===== src/rtl/izh_pkg.sv =====
`default_nettype none
// ============================================================================
// Package  : izh_pkg
// Purpose  : Shared constants for the Izhikevich neuron parameter loader:
//            FSM state encodings, frame geometry, default parameter values
//            and the frame checksum helper.
// Revision : 1.0 - initial release
// ============================================================================
package izh_pkg;

  localparam int FRAME_BITS = 40;
  localparam int PARAM_W    = 8;
  localparam int CNT_W      = 6;

  // FSM state encodings (also exported on debug_state)
  localparam logic [2:0] ST_IDLE  = 3'd0;
  localparam logic [2:0] ST_SHIFT = 3'd1;
  localparam logic [2:0] ST_CHECK = 3'd2;
  localparam logic [2:0] ST_ERROR = 3'd3;

  // Index of the final frame bit; reaching it ends the SHIFT phase
  localparam logic [CNT_W-1:0] C_LAST_BIT = CNT_W'(FRAME_BITS - 1);

  // Power-on parameter set (regular-spiking neuron, c = -65)
  localparam logic [PARAM_W-1:0] C_DEF_A = 8'd2;
  localparam logic [PARAM_W-1:0] C_DEF_B = 8'd20;
  localparam logic [PARAM_W-1:0] C_DEF_C = 8'hBF;
  localparam logic [PARAM_W-1:0] C_DEF_D = 8'd8;

  // Frame is {a, b, c, d, checksum}; checksum is the XOR of the four bytes
  function automatic logic checksum_ok(input logic [FRAME_BITS-1:0] frame);
    return (frame[39:32] ^ frame[31:24] ^ frame[23:16] ^ frame[15:8]) == frame[7:0];
  endfunction

endpackage
`default_nettype wire


===== src/rtl/izh_param_loader.sv =====
`default_nettype none
// ============================================================================
// Module   : izh_param_loader
// Purpose  : Serial loader for the a/b/c/d parameters of an Izhikevich neuron.
//            Accepts 40-bit MSB-first frames framed by load_mode, validates
//            an XOR checksum and atomically swaps in the new parameter set.
//            Gates the neuron step enable while a frame is in flight.
// Revision : 1.0 - initial release
// ============================================================================
module izh_param_loader
  import izh_pkg::*;
#(
  parameter logic [7:0] DEF_A = C_DEF_A,
  parameter logic [7:0] DEF_B = C_DEF_B,
  parameter logic [7:0] DEF_C = C_DEF_C,
  parameter logic [7:0] DEF_D = C_DEF_D
) (
  input  logic       clk,
  input  logic       reset,
  input  logic       enable,
  input  logic       input_enable,
  input  logic       load_mode,
  input  logic       serial_data,
  output logic [7:0] param_a,
  output logic [7:0] param_b,
  output logic [7:0] param_c,
  output logic [7:0] param_d,
  output logic       params_ready,
  output logic       load_error,
  output logic       step_en,
  output logic [2:0] debug_state
);

  logic [2:0]            r_state;
  logic [2:0]            w_state_nxt;
  logic                  r_load_q;
  logic                  w_start;
  logic [CNT_W-1:0]      r_cnt;
  logic [FRAME_BITS-1:0] r_shift;
  logic [7:0]            r_a, r_b, r_c, r_d;
  logic                  r_err;
  logic                  w_sum_ok;

  // A frame starts only on a rising edge of load_mode, so a level held high
  // after a commit cannot retrigger a load.
  assign w_start  = load_mode & ~r_load_q;
  assign w_sum_ok = checksum_ok(r_shift);

  // State register
  always_ff @(posedge clk) begin
    if (reset) r_state <= ST_IDLE;
    else       r_state <= w_state_nxt;
  end

  // Next-state decode
  always_comb begin
    w_state_nxt = r_state;
    unique case (r_state)
      ST_IDLE:  if (w_start) w_state_nxt = ST_SHIFT;
      ST_SHIFT: begin
        if (!load_mode)                w_state_nxt = ST_ERROR;
        else if (r_cnt == C_LAST_BIT)  w_state_nxt = ST_CHECK;
      end
      ST_CHECK: w_state_nxt = w_sum_ok ? ST_IDLE : ST_ERROR;
      ST_ERROR: if (!load_mode) w_state_nxt = ST_IDLE;
      default:  w_state_nxt = ST_IDLE;
    endcase
  end

  // Moore outputs; the previous parameter set stays usable in IDLE and ERROR
  always_comb begin
    params_ready = (r_state == ST_IDLE) || (r_state == ST_ERROR);
    step_en      = enable & input_enable & params_ready & (r_state == ST_IDLE);
    debug_state  = r_state;
  end

  // Frame datapath: edge detector, bit counter, shifter, commit and error flag
  always_ff @(posedge clk) begin
    if (reset) begin
      r_load_q <= 1'b0;
      r_cnt    <= '0;
      r_shift  <= '0;
      r_a      <= DEF_A;
      r_b      <= DEF_B;
      r_c      <= DEF_C;
      r_d      <= DEF_D;
      r_err    <= 1'b0;
    end else begin
      r_load_q <= load_mode;
      unique case (r_state)
        ST_IDLE: begin
          if (w_start) r_cnt <= '0;
        end
        ST_SHIFT: begin
          if (load_mode) begin
            r_shift <= {r_shift[FRAME_BITS-2:0], serial_data};
            r_cnt   <= r_cnt + 1'b1;
          end else begin
            r_err   <= 1'b1;
          end
        end
        ST_CHECK: begin
          if (w_sum_ok) begin
            r_a   <= r_shift[39:32];
            r_b   <= r_shift[31:24];
            r_c   <= r_shift[23:16];
            r_d   <= r_shift[15:8];
            r_err <= 1'b0;
          end else begin
            r_err <= 1'b1;
          end
        end
        default: ;
      endcase
    end
  end

  assign param_a    = r_a;
  assign param_b    = r_b;
  assign param_c    = r_c;
  assign param_d    = r_d;
  assign load_error = r_err;

endmodule
`default_nettype wire


===== config.mk =====
export PLATFORM = sky130hd
export DESIGN_NAME = izh_param_loader
export DESIGN_NICKNAME = d
export VERILOG_FILES = /design/src/rtl/izh_pkg.sv /design/src/rtl/izh_param_loader.sv
export SDC_FILE = /design/constraint.sdc
export NUM_CORES = 1
export LEC_CHECK = 0
export ABC_AREA = 1
export ABC_CLOCK_PERIOD_IN_PS = 1800
export BUFFER_PORTS_ARGS = -buffer_cell sky130_fd_sc_hd__buf_2
export CAP_MARGIN = 20
export CORE_MARGIN = 4
export CORE_UTILIZATION = 30
export CTS_CLUSTER_SIZE = 16
export DETAILED_ROUTE_END_ITERATION = 10
export HOLD_SLACK_MARGIN = 0.06
export PLACE_DENSITY = 0.56
export SLEW_MARGIN = 0
export SYNTH_ARGS = -nofsm -noshare
export SYNTH_HDL_FRONTEND = slang
export SYNTH_SLANG_ARGS = --single-unit

===== constraint.sdc =====
create_clock -name clk -period 1.8 [get_ports clk]
set_input_delay 0.18 -clock clk [delete_from_list [all_inputs] [get_ports clk]]
set_output_delay 0.18 -clock clk [all_outputs]
set_load 0.005 [all_outputs]

==> flow_metrics.tcl <==
set metrics [dict create \
    status "finished, final reports clean" \
    share_of_the_clock_period_used_by_the_worst_path_after_layout_pct 96.0 \
    async_reset_ff_share_pct 0 \
    netlist_instances 487 \
    worstSetupPathType "flop to flop" \
    final_layout_size_suffix_gt1_share_pct 34.7 \
    ys_dominant_reg_cell "dfxtp_1" \
    nets 552 \
    clock_sink_count 82 \
    final-setup-viol-count 0 \
    total_leakage_power_nw 2.04 \
    finalNonFillerCells 688 \
    drtAntennaViolNets 0 \
    gpl.final_weighted_congestion 0.797 \
    globalRoute.totalOverflow 0 \
    antenna_found_initial 0 \
    post-layout-total-power_mw 7.12 \
    yosys_warnings 0 \
    dieWidth_um 117 \
    path_cells "xor2_2 > nand3b_1 > nand2_1 > nand2_2 > nor2_4 > nand3_4 > clkbuf_16 > o21ai_2 > a21oi_1" \
    multiplexer_fraction_of_the_synthesized_cell_area_pct 0 \
    worst-endpoint-required_ns 2.04 \
    synth_top_cell_area_share_pct 46.0 \
    sequential_area_share_after_synthesis_pct 46.0 \
    critical-path-max-stage-delay_ns 0.36 \
    cp_capture_type "flop" \
    post_drt_via_cell_ratio 4.73 \
    critPathMaxFanout 7 \
    dp_cells 661 \
    htree_num_levels 3 \
    final_hpwl_from_detailed_placement_mm 5.62 \
    yosys.area_share.simple_pct 20.6 \
    commonest_non_fill_non_tap_cell_in_the_layout "nand2_1" \
    std_cell_rows 39 \
    peak_supply_drop_v 0.000529 \
    met3WireLength_um 473 \
    clockBufferDepth 2 \
    avgSynthCellArea_um2 7.32 \
    finClkSkew_ns 0.00645 \
    io_buffers 42 \
    hold_class "primary input to flop" \
    cpMaxStageDelayCell "dfxtp_1" \
    area_delta_synth_final_pct 33.9 \
    synth.net_count 499 \
    ys_top_cells_by_area "dfxtp_1 46%, o21ai_0 9.4%, nand2_1 8.9%" \
    io_pins 44 \
    first_iter_violations 169 \
    insertion_delay_ns 0.34 \
    max_cap_viol_count 0 \
    grt_max_degree 75 \
    synth_xor_xnor_area_share_pct 1.96 \
    worst_ep_arrival_time_ns 1.96 \
    global_route_wire_length_before_repair_mm 13.7 \
    dr.pass1.iters 4 \
    floorplan.core_area_mm2 0.0115 \
    finalHoldWorstSlack_ns 0.130 \
    dominant_combinational_cell_family_by_area_after_synthesis "simple AND/OR/NAND/NOR gates" \
    first_global_vias 2935 \
    die_y_um 117 \
    dr.max_layer_used "met4" \
    timing.final.max_slew_violations 0 \
    fin_util_pct 41.4 \
    setup-tns-final_ns 0 \
    die_area_mm2 0.0137 \
    synth_area_mm2 0.00357 \
    drt-wirelength-per-cell_um 12.8 \
    ys_seq_elements 82 \
    adder_cell_share_of_the_synthesized_area_pct 2.11 \
    cts_tree "built" \
    post_synth_edffs 0 \
    tritoncts.num_buffers 9 \
    hold_violations 0 \
    synthDominantAreaCellType "dfxtp_1" \
    initial_utilization_pct 31.0 \
    clock.fmax_ghz 0.579 \
    final.min_clock_period_ns 1.73 \
    global_route.usage.total_pct 12.8 \
    vias 3254 \
    n_antenna_cell 0 \
    met1_wire_length_mm 4.19 \
    clock-root-buffer "clkbuf_16" \
    synth-compound-area-share_pct 18.2 \
    worst_setup_hold_path_clk_slew_ns 0.06 \
    netlist-cell-type-count 31 \
    worstSetupStartpointType "flop" \
    route.detailed.drc 0 \
    rsz0062_at_grt "yes" \
    routed_wire_length_on_met2_mm 3.99 \
    wl_mm 8.80 \
    power_density_mw_per_mm2 1490 \
    layout.cells.most_common_list "63 x nand2_1, 61 x dfxtp_1, 57 x inv_1, 51 x a21oi_1, 44 x o21ai_0" \
]
==> cell families (layout without fill, tap and decap cells) <==
logic type	after synthesis	in the layout
other	1	1
XOR/XNOR	8	8
AO/OA/AOI/OAI	126	126
AND/OR/NAND/NOR	169	169
flip-flops	82	82
buffers and inverters	95	153
adder cells (fa/ha/maj)	6	6
==> area by class of cell <==
cell class | instances | area (µm²)
Fill cell | 1174 | 6740
Multi-Input combinational cell | 310 | 1820
Sequential cell | 82 | 1680
Timing Repair Buffer | 66 | 508
Inverter | 71 | 267
Clock buffer | 11 | 243
Tap cell | 143 | 179
Clock inverter | 5 | 77.6
==> repair_timing <==
item,CTS,global route
hold endpoints to repair,2,0
resized for setup,3,130
setup endpoints to repair,8,70
pin swaps,0,10
hold buffers,1,0
gates cloned,0,4
buffers inserted,0,6
==> cell usage after synthesis, types with 2 or more instances <==
library cell / n
a21oi_1: 54
nor3_1: 3
xnor2_1: 3
nand3_1: 26
clkbuf_1: 18
nand2_1: 85
inv_2: 8
nand4_1: 8
inv_1: 62
nor3b_1: 2
o21ai_0: 67
or2_2: 2
nor2_4: 2
o211ai_1: 2
nor2_1: 36
ha_1: 6
xor2_1: 5
buf_6: 4
dfxtp_1: 82
==> metrics by stage <==
stage / instance area (µm²) / setup WS [ns]
5_1_grt: 4770 / -0.0806
2_1_floorplan: 3570 / 0.170
4_1_cts: 4290 / 0.0129
3_5_place_dp: 3950 / -0.0662
3_3_place_gp: 3950 / -0.0200
6_report: 4770 / 0.0716
==> worst max-delay path: cells and delay by family, from the launching register on <==
kind                      cells  cell delay [ns]
AOI/OAI and AO/OA             2             0.17
xor gates and xnor gates      1             0.20
buffers and inverters         1             0.25
DFF                           1             0.36
and+or+nand+nor               5             0.65
==> final timing paths <==
kind               from          to  slack [ns]  depth (start not counted)
max          r_shift[8]  param_a[0]        0.07                          9
min           load_mode    r_load_q        0.13                          3
max reg2reg  r_shift[8]  param_a[0]        0.07                          9
min reg2reg  param_a[2]  param_a[2]        0.44                          2
==> routing by layer <==
layer,global-route usage [%],vias up
met5,0,-
met4,6.04,0
met3,4.06,11
met2,19.2,80
met1,16.6,1484
li1,-,1679
==> state kept, by name (all words and copies together), names as in the netlist <==
signal / cells
param_c: 8
r_load_q: 1
r_cnt: 6
param_d: 8
r_shift: 40
load_error: 1
param_a: 8
param_b: 8
debug_state: 2
==> power breakdown <==
group	switching [mW]	total, mW	internal (mW)
clock network	0.717	1.96	1.25
registers	0.329	2.52	2.19
logic	1.56	2.63	1.08
total	2.61	7.12	4.51
(Power assumes the default switching activity.)
